**src/rtl/approx_mult_seq_ctrl.sv**
```systemverilog
// Iterative approximate multiplier: one partial-product row per clock, low k_sat
// columns OR-combined, upper columns exact. Optional macro: APPROX_MULT_EARLY_TERM_EN.
module approx_mult_seq_ctrl #(
  parameter int unsigned N  = 8,
  parameter int unsigned KW = 5
) (
  input  logic              clk,
  input  logic              rst,
  input  logic              in_valid,
  output logic              in_ready,
  input  logic [N-1:0]      a_in,
  input  logic [N-1:0]      b_in,
  input  logic [KW-1:0]     approx_k,
  output logic              out_valid,
  input  logic              out_ready,
  output logic [2*N-1:0]    product,
  output logic              busy
);

  localparam int unsigned W  = 2 * N;
  localparam int unsigned CW = (N > 1) ? $clog2(N) : 1;

  typedef enum logic [1:0] {
    S_IDLE,
    S_RUN,
    S_DONE
  } state_t;

  state_t          r_state;
  state_t          w_state_nxt;
  logic [N-1:0]    r_a;
  logic [N-1:0]    r_b;
  logic [KW-1:0]   r_k;
  logic [CW-1:0]   r_cnt;
  logic [W-1:0]    r_acc;
  logic [W-1:0]    r_product;
  logic            r_out_valid;

  logic            w_accept;
  logic            w_last;
  logic [KW-1:0]   w_ksat;
  logic [W-1:0]    w_addend;
  logic [W-1:0]    w_mask;
  logic [W-1:0]    w_p;
  logic [W-1:0]    w_g;
  logic [W-1:0]    w_c;
  logic [W-1:0]    w_acc_nxt;

  assign in_ready  = (r_state == S_IDLE) && !rst;
  assign busy      = (r_state == S_RUN);
  assign out_valid = r_out_valid;
  assign product   = r_product;

  assign w_ksat   = (approx_k > KW'(W)) ? KW'(W) : approx_k;
  assign w_addend = {{N{1'b0}}, r_a & {N{r_b[r_cnt]}}} << r_cnt;
  // Shifting by W clears every bit, so k_sat == 2N yields an all-ones mask.
  assign w_mask   = ~({W{1'b1}} << r_k);
  assign w_p      = r_acc ^ w_addend;
  assign w_g      = r_acc & w_addend;

  // Approximate columns emit p|g and kill the carry, so column k_sat sees carry-in 0.
  always_comb begin
    w_c       = '0;
    w_acc_nxt = '0;
    for (int unsigned j = 0; j < W; j++) begin
      if (w_mask[j]) begin
        w_acc_nxt[j] = w_p[j] | w_g[j];
        if (j < W - 1) w_c[j+1] = 1'b0;
      end else begin
        w_acc_nxt[j] = w_p[j] ^ w_c[j];
        if (j < W - 1) w_c[j+1] = w_g[j] | (w_p[j] & w_c[j]);
      end
    end
  end

`ifdef APPROX_MULT_EARLY_TERM_EN
  logic [CW:0]  w_cnt_p1;
  logic [N-1:0] w_b_hi;
  assign w_cnt_p1 = {1'b0, r_cnt} + (CW+1)'(1);
  assign w_b_hi   = r_b >> w_cnt_p1;
  assign w_last   = (w_b_hi == '0);
`else
  assign w_last   = (r_cnt == CW'(N - 1));
`endif

  always_ff @(posedge clk) begin
    if (rst) r_state <= S_IDLE;
    else     r_state <= w_state_nxt;
  end

  always_comb begin
    w_state_nxt = r_state;
    w_accept    = 1'b0;
    case (r_state)
      S_IDLE: begin
        if (in_valid && in_ready) begin
          w_accept    = 1'b1;
          w_state_nxt = S_RUN;
        end
      end
      S_RUN: begin
        if (w_last) w_state_nxt = S_DONE;
      end
      S_DONE: begin
        if (out_ready) w_state_nxt = S_IDLE;
      end
      default: w_state_nxt = S_IDLE;
    endcase
  end

  always_ff @(posedge clk) begin
    if (rst) begin
      r_a         <= '0;
      r_b         <= '0;
      r_k         <= '0;
      r_cnt       <= '0;
      r_acc       <= '0;
      r_product   <= '0;
      r_out_valid <= 1'b0;
    end else begin
      case (r_state)
        S_IDLE: begin
          if (w_accept) begin
            r_a   <= a_in;
            r_b   <= b_in;
            r_k   <= w_ksat;
            r_acc <= '0;
            r_cnt <= '0;
          end
        end
        S_RUN: begin
          r_acc <= w_acc_nxt;
          r_cnt <= r_cnt + CW'(1);
          if (w_last) begin
            r_product   <= w_acc_nxt;
            r_out_valid <= 1'b1;
          end
        end
        S_DONE: begin
          if (out_ready) r_out_valid <= 1'b0;
        end
        default: ;
      endcase
    end
  end

endmodule
```
**config.mk**
```make
export PLATFORM = sky130hd
export DESIGN_NAME = approx_mult_seq_ctrl
export DESIGN_NICKNAME = d
export VERILOG_FILES = /design/src/rtl/approx_mult_seq_ctrl.sv
export SDC_FILE = /design/constraint.sdc
export NUM_CORES = 1
export LEC_CHECK = 0
export CAP_MARGIN = 0
export CORE_MARGIN = 2
export CORE_UTILIZATION = 51
export DETAILED_ROUTE_END_ITERATION = 8
export PLACE_DENSITY = 0.74
export SYNTH_ARGS = -nofsm -noshare
export SYNTH_HDL_FRONTEND = slang
export SYNTH_SLANG_ARGS = --single-unit
```
**constraint.sdc**
```tcl
create_clock -name clk -period 7 [get_ports clk]
set_input_delay 0.7 -clock clk [delete_from_list [all_inputs] [get_ports clk]]
set_output_delay 0.7 -clock clk [all_outputs]
set_load 0.02 [all_outputs]
```
* Word-level counts from Yosys, hierarchy flattened
Cells that the tools add are included.
** Word-level totals
- Register bits :: 59
- Input bits :: 25
- Word-level logic and storage cells :: 141
** Cells by class
- $add $sub $neg :: 1
- $lt $le $gt $ge :: 2
- Eq/ne operators :: 7
- Shifts and indexed selects :: 2
- Mux-type cells :: 47
- Bitwise gates (word level) :: 63
- Reductions and logical operators :: 11
** Operator list (number)
- $mux W1 :: 36
- $pmux W16 S2 :: 1
- $or A1 B1 Y1 :: 30
- $and A16 B16 Y16 :: 1
- $mux W16 :: 1
- $not A16 Y16 :: 1
- $shl A16 B5 Y16 const A :: 1
- $shl A8 B3 Y16 :: 1
- $xor A16 B16 Y16 :: 1
- $xor A1 B1 Y1 :: 15
- $and A1 B1 Y1 :: 14
- $and A8 B8 Y8 :: 1
- $mux W2 :: 3
- $pmux W2 S3 :: 1
- $pmux W3 S2 :: 1
- $reduce_and A2 Y1 :: 3
- $reduce_and A3 Y1 :: 2
- $gt A5 B5 Y1 const B :: 1
- $mux W5 :: 1
- $lt A3 B4 Y1 const B :: 1
- $ne A2 B1 Y1 const B :: 2
- $ne A2 B2 Y1 const B :: 2
- $reduce_bool A2 Y1 :: 2
- $add A3 B1 Y3 const B :: 1
- other kinds (9) :: 10

* Longest topological paths before layout
Gate-level depths: netlist (run 1).
- Word-level depth :: 51
- Mapped depth :: 38
- Gate-level depth less buffers :: 37

* Least setup slack after synthesis (run 1)
No wires, ideal clock.
- Kind :: register to register
- From :: reg r_cnt[0]
- To :: reg r_acc[14]
- Library setup time :: 117 ps
- Data arrival time :: 7413 ps
- Required time :: 6883 ps
- Path slack :: -531 ps
- Cell stages (with the launch flop) :: 38
- Buffers on the path :: 1
- Cell sequence :: dfxtp_1 > buf_2 > mux4_2 > inv_1 > nor2_1 > and2_1 > ha_1 > nand2_1 > fa_1 > nor2_1 > fa_1 > nand2_1 > fa_1 > nor4_1 > fa_1 > and3_1 > fa_1 > and2_1 > [2 not listed] > fa_1 > and2_1 > fa_1 > nor3b_1 > fa_1 > and3_1 > fa_1 > nand2_1 > fa_1 > nand2b_1 > fa_1 > inv_1 > nand3_1 > fa_1 > a311oi_1 > fa_1 > nand2b_1 > a32o_1
** On the way
- Word-level cells in the longest chain between the ends :: 48
- Elaborated cells between the ends (all ways) :: 50
- Those cells by class :: 1 x shift; 18 x mux; 31 x bitwise
** RTL lines
- start, declared :: line 34 : logic [CW-1:0] r_cnt;
- start signal, assigned :: line 133 : r_cnt <= r_cnt + CW'(1);
- $bmux W1 S3 :: line 55 : assign w_addend = {{N{1'b0}}, r_a & {N{r_b[r_cnt]}}} << r_cnt;
- $mux W1 (implied by the code) :: line 55
- $and A8 B8 Y8 :: line 55
- $shl A8 B3 Y16 * :: line 55
- $and A16 B16 Y16 :: line 59 : assign w_g = r_acc & w_addend;
- $mux W1 :: line 66 : if (w_mask[j]) begin
- $and A1 B1 Y1 :: line 71 : if (j < W - 1) w_c[j+1] = w_g[j] | (w_p[j] & w_c[j]);
- $or A1 B1 Y1 :: line 71
- [32 not listed]
- $or A1 B1 Y1 :: line 71
- $mux W1 :: line 66
- $and A1 B1 Y1 :: line 71
- $or A1 B1 Y1 :: line 71
- $mux W1 :: line 66
- $xor A1 B1 Y1 :: line 70 : w_acc_nxt[j] = w_p[j] ^ w_c[j];
- $mux W1 * :: line 66
- $pmux W16 S2 * :: line 121 : case (r_state)
- end signal, assigned :: line 132 : r_acc <= w_acc_nxt;
- end, declared :: line 35 : logic [W-1:0] r_acc;
Every way passes the cells marked *; elsewhere a longest branch is shown, timed or not. The select of a mux whose other input is x is not followed.
A chain may end at the register's enable or synchronous reset.

* Final worst setup path (run 1)
Ends and elaborated chain as after synthesis.

==> metrics.txt, run 1 <==
Util after Layout roughly 68%; Non-Filler Instances a little under 600; highest metal used met4; crit end category flip-flop; simple-gate share of the synthesized area roughly 23%; final hold viol count 0; layout cell share with drive strength beyond 1 between 10% and 20%; Clk Latency, worst-skew pair roughly 350 ps; die span in x just under 90 um; Inserted Clock Buffers 9; Synth Cell Area about 3600 sq um; GPL Wtd Cong 0.944; delay-heaviest family, CP adder cells; Distinct cells, synth 44; Inst Count DP around 560; CORE AREA ~6800 sq um; max cap viols 0; outcome finished with violations; initial core utilization between 50% and 60%; detailed placer's ending HPWL 6120 um; Mapped Cells approximately 430; port buffer count 43; Arrival @ worst endpoint 7500 ps; Pre-Repair DR Iteration Count 4; Hold WC Path Type flip-flop to flip-flop; DR WL/cell 14.2 um; asr flop ratio synth 0%; final net count between 500 and 600; max_slew headroom a little under two fifths; WP buf/inv 2; Yosys Warn Count 0; Hold Slack about 450 ps; TNS Setup -771 ps; Yosys reg bits roughly 60; fmax around 0.14 GHz; Die Span Y slightly below 90 um; # H-tree levels 3; Compound-Gate Fraction of Synth Area ~15%; Clock Path Buffers 2; Top Ports 44; wire length on met3 295 um; CP peak stage delay between 500 and 600 ps; final setup fails 4; vias per cell between 5 and 6; Overflow after GRT 0; DIE AREA 7720 sq um; ant diodes 0; total global-route track usage between 20% and 30%; ys flop type dfxtp_1; switching share of power 25.3%; fin crit period just over 7000 ps; Leak 1.70 nW; fin crit share 104%; Critical-path top delay cell mux4_2; Rows 30; post-synthesis mux area share under 10%; Worst path most repeated cell fa_2; Slew Limit Fails 0; sequential share of the synthesized area ~33%; xor and xnor area share after synthesis less than 1%; largest family of logic cells by synthesized area simple AND/OR/NAND/NOR gates; vias in the first global route ~2900; Synth Area in Adders approximately 14%; PwrDens about 180 nW/um^2; # clock sinks 59; largest net degree at the start of global routing 59; critical path class flip-flop to flip-flop; Gate power share between 10% and 20%; setup slack after layout -262 ps; vias a little over 3000; CTS tree yes; Sw Pwr around 0.21 mW; internal power 0.616 mW; hold buffers post-CTS 0; wl on met1 3740 um; WL met2 roughly 4000 um; initial antenna violation count 0; global-route wire length before repair ~14000 um; Setup Skew between 9 and 10 ps; Syn Area/Cell 8.36 sq um; Synth Net Count 486; Post-synth EDFFs 0; Post-route DRC 0; initial DRC count approximately 110; Seq pwr share a little over two fifths; Critical Path RT slightly above 7000 ps; final WL between 8000 and 9000 um; Area Overhead vs Synth 27.9%; Root Buffer clkbuf_8; Clk pin slew, worst setup/hold paths ~70 ps; VDD IR max 0.000114 V; CP Launch Type flip-flop; worst slew pin tran around 920 ps; flop-to-flop setup slack -260 ps; worst-path maximum fanout 2; RSZ-0062 raised after global routing true; clock power share about 43%; failing checks setup timing; Final ANT Viol Nets 0
power by group through the flow:
stage                     combinational, mW  sequential (mW)  clock, mW
after floorplan                      0.0690            0.360          0
after global placement                0.107            0.362          0
after detailed placement              0.109            0.363          0
after CTS                             0.111            0.355      0.363
after global routing                  0.124            0.357      0.379
final                                 0.112            0.356      0.358
worst min-delay path, stage by stage (launching register included):
cell and delay [ps]:
dfxtp_1 310, nand2_1 50, a21oi_1 50
logic make-up after synthesis:
| kind of cell | count (synthesis) |
|---|---|
| compound gates | 87 |
| mux | 26 |
| xor+xnor | 1 |
| simple gates | 166 |
| buf+inv | 58 |
| flops | 59 |
| fa+ha+maj | 32 |
stage by stage:
stage               instance area, sq um  power, mW  setup WS (ps)
finish                              4590      0.825           -262
global placement                    4310      0.470           -169
floorplan                           3700      0.429           -247
global route                        4590      0.859           -549
CTS                                 4580      0.830           -274
detailed placement                  4310      0.472           -325
registers in the layout, summed over array words and instances (netlist names):
name	flops
r_a	8
r_k	5
r_b	8
out_valid	1
r_state	2
r_cnt	3
r_acc	16
product	16
layout by cell type, fill, tap and decap left out, types with 17 or more instances in the layout:
cell	instances
nand2b_1	23
inv_1	28
ha_1	17
buf_4	23
nand3_1	21
dfxtp_1	58
a21oi_1	25
o21ai_0	29
mux2i_1	22
clkdlybuf4s50_1	43
nand2_1	63
final cells by class:
class	instances	area [sq um]
Sequential cell	59	1180
Clock buffer	11	151
Clock inverter	5	75.1
Tap cell	96	120
Fill cell	559	2200
Inverter	30	113
Multi-Input combinational cell	312	2340
Timing Repair Buffer	66	603
Yosys cell counts, drive strengths merged, types with 14 or more instances:
library cell   n  area, sq um
fa            14          280
ha            18          225
nor2          18         67.6
mux2i         22          220
nand2b        25          156
nand3         23          115
inv           30          113
a21oi         26          130
nand2         66          248
o21ai         30          150
clkbuf        24         90.1
dfxtp         59         1180
worst paths after layout:
path                                   end       start  cells past startpoint
worst min-delay path            product[8]  product[8]                      2
worst min register to register  product[8]  product[8]                      2
worst max-delay path             r_acc[14]    r_cnt[0]                     36
worst max register to register   r_acc[14]    r_cnt[0]                     36
metal layers:
layer  global-route usage (%)  vias to the layer above
met4                     9.23                        0
met2                     39.1                       65
met5                        0                        -
li1                         -                     1559
met3                     4.81                       14
met1                     29.8                     1457
what timing repair did:
action | 4_1_cts | 5_1_grt
setup buffers | 1 | 0
cloned | 0 | 0
pin swaps | 3 | 0
setup endpoints to repair | 5 | 6
resized for setup | 8 | 1
Note: power is estimated with default switching activity, not from simulation.
==> run 2: changes to the inputs <==
--- a/config.mk
+++ b/config.mk
@@ -6,7 +6,7 @@
 export NUM_CORES = 1
 export LEC_CHECK = 0
 export CAP_MARGIN = 0
-export CORE_MARGIN = 2
+export CORE_MARGIN = 4
 export CORE_UTILIZATION = 51
 export DETAILED_ROUTE_END_ITERATION = 8
 export PLACE_DENSITY = 0.74
==> run 2 against run 1 <==
  * The flow still finishes with violations (setup timing)
  * Global-route usage fell by 1.3 points
  * Combinational power barely moved
  * Worst setup slack got worse by 63 ps
  * Non-clock buffer count rose by 2
  * Maximum frequency fell by 0.86%
  * Total power fell by 5.3%
  * Sequential cell count did not move
  * Via count rose by 2.4%
  * Clock power fell by 13%
  * Final area fell by 0.11%
  * Worst hold slack got worse by 1.5 ps
  * Critical path type unchanged
  * Critical endpoint unchanged
  * Largest cell class unchanged
==> metrics.txt, run 2 (synthesis gave the netlist of run 1 again) <==
detailed placer's ending HPWL 6490 um (+6.2%); fill count 607 (+8.6%); placed inst area 4310 sq um (unchanged); final setup fails 6 (+2); final hold viol count 0 (unchanged); layout cell share with drive strength beyond 1 18.1% (+0.55 points); fin crit period 7320 ps (+62.8 ps); Slew Limit Fails 0 (unchanged); Area Overhead vs Synth 27.8%; initial antenna violation count 0 (unchanged); ant diodes 0 (unchanged); crit end category flip-flop; worst-path maximum fanout 2 (unchanged); Inserted Clock Buffers 9 (unchanged); most common cell after layout, fill and taps aside nand2_1; max cap viols 0 (unchanged); vias per cell 5.45 (+2.0%); CORE AREA 6830 sq um (+0.55%); critical path class flip-flop to flip-flop; Final Cell Area 4580 sq um (-0.11%); failing checks setup timing; Overflow after GRT 0 (unchanged); DR WL/cell 15.4 um (+8.6%); initial DRC count 145 (+27%); Rows 30 (unchanged); setup slack after layout -325 ps (-62.8 ps); port buffer count 43 (unchanged); initial core utilization 52.5% (-0.29 points); Critical Path RT 7240 ps (about the same); Die Span Y 91.9 um (+4.6%); GPL Wtd Cong 0.881 (-6.7%); final WL 8950 um (+9.0%); Setup Skew 6.75 ps (-2.34 ps); total global-route track usage 22.1% (-1.3 points); vias in the first global route 3113 (+7.1%); Top Ports 44 (unchanged); Final ANT Viol Nets 0 (unchanged); Root Buffer clkbuf_8; Arrival @ worst endpoint 7570 ps (+70 ps); Clk pin slew, worst setup/hold paths 70 ps (about the same); CP peak stage delay 510 ps (-20 ps); VDD IR max 0.0000985 V (-14%); # clock sinks 59 (unchanged); Clock Path Buffers 2 (unchanged); DIE AREA 8440 sq um (+9.3%); RSZ-0062 raised after global routing true; Pre-Repair DR Iteration Count 5 (+1); global-route wire length before repair 14900 um (+7.2%); max_slew headroom 33.1% (-5.3 points); outcome finished with violations; Multi-input gate area 2360 sq um (+0.53%); die span in x 91.9 um (+4.6%); vias 3168 (+2.4%); CP Launch Type flip-flop; fin crit share 105% (+0.90 points); PwrDens 170 nW/um^2 (-5.2%); Hold WC Path Type flip-flop to flip-flop; fmax 0.137 GHz (-0.86%); CTS tree yes; Hold Slack 453 ps (-1.48 ps); worst slew pin tran 999 ps (+78.5 ps); Leak 1.68 nW (-0.75%); # H-tree levels 3 (unchanged); register area 1180 sq um (unchanged); final net count 537 (+0.37%); hold buffers post-CTS 0 (unchanged); largest net degree at the start of global routing 59 (unchanged); Post-route DRC 0 (unchanged); Worst path most repeated cell fa_2; Clk Latency, worst-skew pair 350 ps (about the same); commonest cells after routing, fill and taps aside nand2_1 (63), dfxtp_1 (58), clkdlybuf4s50_1 (43); Critical-path top delay cell mux4_2
[run 2: cell count changes in the layout (fill, tap and decap cells not counted)]
cell,previous run,this run
nor2_2,1,0
clkinvlp_4,0,1
a21oi_1,25,24
mux2i_1,22,21
nor2_4,1,2
clkbuf_8,11,10
buf_4,23,25
bufinv_16,2,1
mux2i_2,0,1
a21oi_2,1,2
clkbuf_1,0,1
[run 2: worst paths after layout]
check                                start          to  slack (ps)  depth (start not counted)
worst max-delay path              r_cnt[0]   r_acc[14]        -320                         36
worst min register to register  product[5]  product[5]         450                          2
worst min-delay path            product[5]  product[5]         450                          2
worst max register to register    r_cnt[0]   r_acc[14]        -320                         36
[run 2: report_power, final]
group | switching (mW) | leakage [nW] | total [mW] | internal, mW
sequential | 0.00930 | 0.480 | 0.356 | 0.346
combinational | 0.0613 | 1.10 | 0.114 | 0.0524
clock | 0.140 | 0.0991 | 0.312 | 0.172
[run 2: worst max-delay path: cells and delay by family (launching register included)]
family | cells | cell delay [ps]
flip-flops | 1 | 340
adder cells (fa/ha/maj) | 15 | 4170
multiplexers | 1 | 510
AO/OA/AOI/OAI | 2 | 310
buffers and inverters | 2 | 140
AND/OR/NAND/NOR | 16 | 1720
[run 2: area by class of cell]
| cell class | count | share of cell area, % |
|---|---|---|
| clock buffers | 11 | 3.08 |
| clock inverters | 5 | 1.15 |
| inverters | 30 | 2.46 |
| multi-input cells | 312 | 51.4 |
| flip-flops and latches | 59 | 25.8 |
| well taps | 96 | 2.62 |
| repair buffers | 68 | 13.5 |
[run 2: what timing repair did]
item                       CTS  global route
pin swaps                    0             2
setup buffers                1             2
gates resized for setup      8             4
setup endpoints to repair    5             6
[run 2: per-stage QoR]
step | util [%] | TNS (ps) | total power [mW] | setup WS [ps] | std cells
final | 67.1 | -1230 | 0.782 | -325 | 581
after global routing | 67.1 | -2600 | 0.815 | -563 | 581
after CTS | 66.6 | -982 | 0.785 | -308 | 579
after detailed placement | 63.1 | -1110 | 0.472 | -363 | 562
after global placement | 63.1 | -370 | 0.469 | -174 | 562
after floorplan | - | -611 | 0.429 | -247 | 429
[run 2: metal layers]
layer  vias up  GRT usage (%)  routed length [um]
li1       1560              -                   -
met3        14           3.94                 434
met2        80           38.1                4480
met4         0           9.16                 196
met5         -              0                   0
met1      1514           27.2                3840
==> run 3: changes to the inputs <==
--- a/config.mk
+++ b/config.mk
@@ -6,10 +6,13 @@
 export NUM_CORES = 1
 export LEC_CHECK = 0
 export CAP_MARGIN = 0
+export CORE_ASPECT_RATIO = 1.25
 export CORE_MARGIN = 4
 export CORE_UTILIZATION = 51
 export DETAILED_ROUTE_END_ITERATION = 8
 export PLACE_DENSITY = 0.74
+export SKIP_CTS_REPAIR_TIMING = 1
 export SYNTH_ARGS = -nofsm -noshare
 export SYNTH_HDL_FRONTEND = slang
 export SYNTH_SLANG_ARGS = --single-unit
+export TNS_END_PERCENT = 5
==> run 3 against run 2 <==
  * The flow still finishes with violations (setup timing)
  * Die area grew 0.10%
  * Sequential power is essentially flat
  * Register-to-register slack lost 180 ps
  * Global-route usage shrank 1.1 points
  * First-iteration DRC count shrank 8.3%
  * Worst setup slack lost 180 ps
  * Critical path depth is the same
  * Clock power shrank 16%
  * Critical endpoint unchanged
==> metrics.txt, run 3 (synthesis gave the netlist of run 1 again) <==
outcome finished with violations; failing checks setup timing; Slew Limit Fails 0 (unchanged); final net count 536 (-0.19%); vias 3090 (-2.5%); DIE AREA 8450 sq um (+0.10%); fin crit period 7510 ps (+183 ps); CTS tree yes; worst-path maximum fanout 2 (unchanged); # clock sinks 59 (unchanged); Clock Path Buffers 2 (unchanged); reg2reg end r_acc[14]; crit path from r_cnt[0]; Pre-Repair DR Iteration Count 4 (-1); fill count 582 (-4.1%); detailed placer's ending HPWL 6330 um (-2.5%); Critical-path top delay cell fa_2; Clk Latency, worst-skew pair 340 ps (about the same); max_slew headroom 37.1% (+4.0 points); Post-route DRC 0 (unchanged); layout cell share with drive strength beyond 1 16.4% (-1.8 points); FF-to-FF Start r_cnt[0]; highest metal used met4; clock power share 36.1% (-3.8 points); wire length on met3 299 um (-31%); fin crit share 107% (+2.6 points); final setup fails 6 (unchanged); critical path class flip-flop to flip-flop; register area 1180 sq um (+0.11%); Setup Slack @ Placement -487 ps (-125 ps); Inst Count DP 554 (-1.4%); WL met2 4580 um (+2.3%); Seq pwr share 48.7% (+3.2 points); vias per cell 5.42 (-0.58%); port buffer count 43 (unchanged); setup slack after layout -508 ps (-183 ps); Root Buffer clkbuf_8; wl on met1 3650 um (-4.9%); initial core utilization 53.6% (+1.1 points); Sw Pwr 0.197 mW (-6.4%); crit end category flip-flop; Top Ports 44 (unchanged); Critical Path RT 7230 ps (about the same); total global-route track usage 21.0% (-1.1 points); Setup Skew 7.42 ps (+0.668 ps); Clk pin slew, worst setup/hold paths 60 ps (about the same); ant diodes 0 (unchanged); commonest cells after routing, fill and taps aside nand2_1 (63), dfxtp_1 (57), clkdlybuf4s50_1 (43); Final ANT Viol Nets 0 (unchanged); Util after Layout 67.0% (-0.10 points); internal power 0.533 mW (-6.7%); flop-to-flop setup slack -510 ps (-180 ps); Inserted Clock Buffers 9 (unchanged); Worst path most repeated cell fa_2; initial antenna violation count 0 (unchanged); Die Span Y 102 um (+11%); Leak 1.68 nW (-0.47%); crit path capture r_acc[14]; Non-Filler Instances 570 (-1.9%); most common cell after layout, fill and taps aside nand2_1; GPL Wtd Cong 0.907 (+3.0%); PwrDens 163 nW/um^2 (-4.5%); Arrival @ worst endpoint 7730 ps (+160 ps); VDD IR max 0.000123 V (+25%); final hold viol count 0 (unchanged); Multi-input gate area 2310 sq um (-2.2%); worst slew pin tran 939 ps (-60.0 ps); R2R depth 36 (unchanged); RSZ-0062 raised after global routing true; initial DRC count 133 (-8.3%); global-route wire length before repair 14100 um (-5.5%); DR WL/cell 15.2 um (-1.3%); final WL 8660 um (-3.2%); Rows 33 (+10%); # H-tree levels 3 (unchanged); largest net degree at the start of global routing 59 (unchanged); Area Overhead vs Synth 24.9%; die span in x 83.0 um (-9.6%); Overflow after GRT 0 (unchanged); fmax 0.133 GHz (-2.4%); vias in the first global route 2973 (-4.5%); CP peak stage delay 480 ps (-30 ps); Gate power share 15.2% (+0.6 points); Hold WC Path Type flip-flop to flip-flop; switching share of power 27.0% (+0.056 points); max cap viols 0 (unchanged); CP Launch Type flip-flop; CORE AREA 6690 sq um (-2.1%)
run 3: power groups by stage:
stage	logic (mW)	registers [mW]	clock network (mW)
after detailed placement	0.107	0.363	0
after global placement	0.105	0.362	0
after floorplan	0.0671	0.360	0
after global routing	0.122	0.357	0.287
after CTS	0.108	0.355	0.273
final	0.111	0.356	0.263
run 3: per-stage QoR:
| step | cell area [sq um] | TNS [ps] | power, mW | hold slack [ps] |
|---|---|---|---|---|
| after detailed placement | 4210 | -2040 | 0.470 | 450 |
| after global routing | 4480 | -3870 | 0.766 | 477 |
| final | 4480 | -1920 | 0.730 | 456 |
| after floorplan | 3600 | -1200 | 0.427 | 442 |
| after CTS | 4370 | -2270 | 0.736 | 459 |
| after global placement | 4210 | -1290 | 0.468 | 442 |
run 3: routing by layer:
layer / global-route usage, % / vias up
met1: 24.1 / 1464
met5: 0 / -
met2: 38.1 / 52
li1: - / 1563
met4: 7.42 / 0
met3: 5.21 / 11
run 3: worst min path at each step:
stage                startpoint          end  slack (ps)  cells past startpoint
floorplan             r_acc[12]    r_acc[12]         440                      1
global placement     product[8]   product[8]         440                      2
detailed placement   product[3]   product[3]         450                      2
CTS                  product[3]   product[3]         460                      2
global route        product[13]  product[13]         480                      2
finish               product[3]   product[3]         460                      2
run 3: area by class of cell:
class	instances	area share (%)
Multi-Input combinational cell	312	51.5
Sequential cell	59	26.4
Timing Repair Buffer	67	13.6
Clock buffer	12	3.24
Inverter	30	2.51
Tap cell	87	2.43
Clock inverter	3	0.335
run 3: worst max-delay path, delay by kind of cell, from the launching register on:
kind	cells	cell delay, ps
AOI/OAI and AO/OA	2	490
DFF	1	330
adders and majority gates	15	4010
buffers and inverters	2	120
and+or+nand+nor	16	2110
muxes	1	350
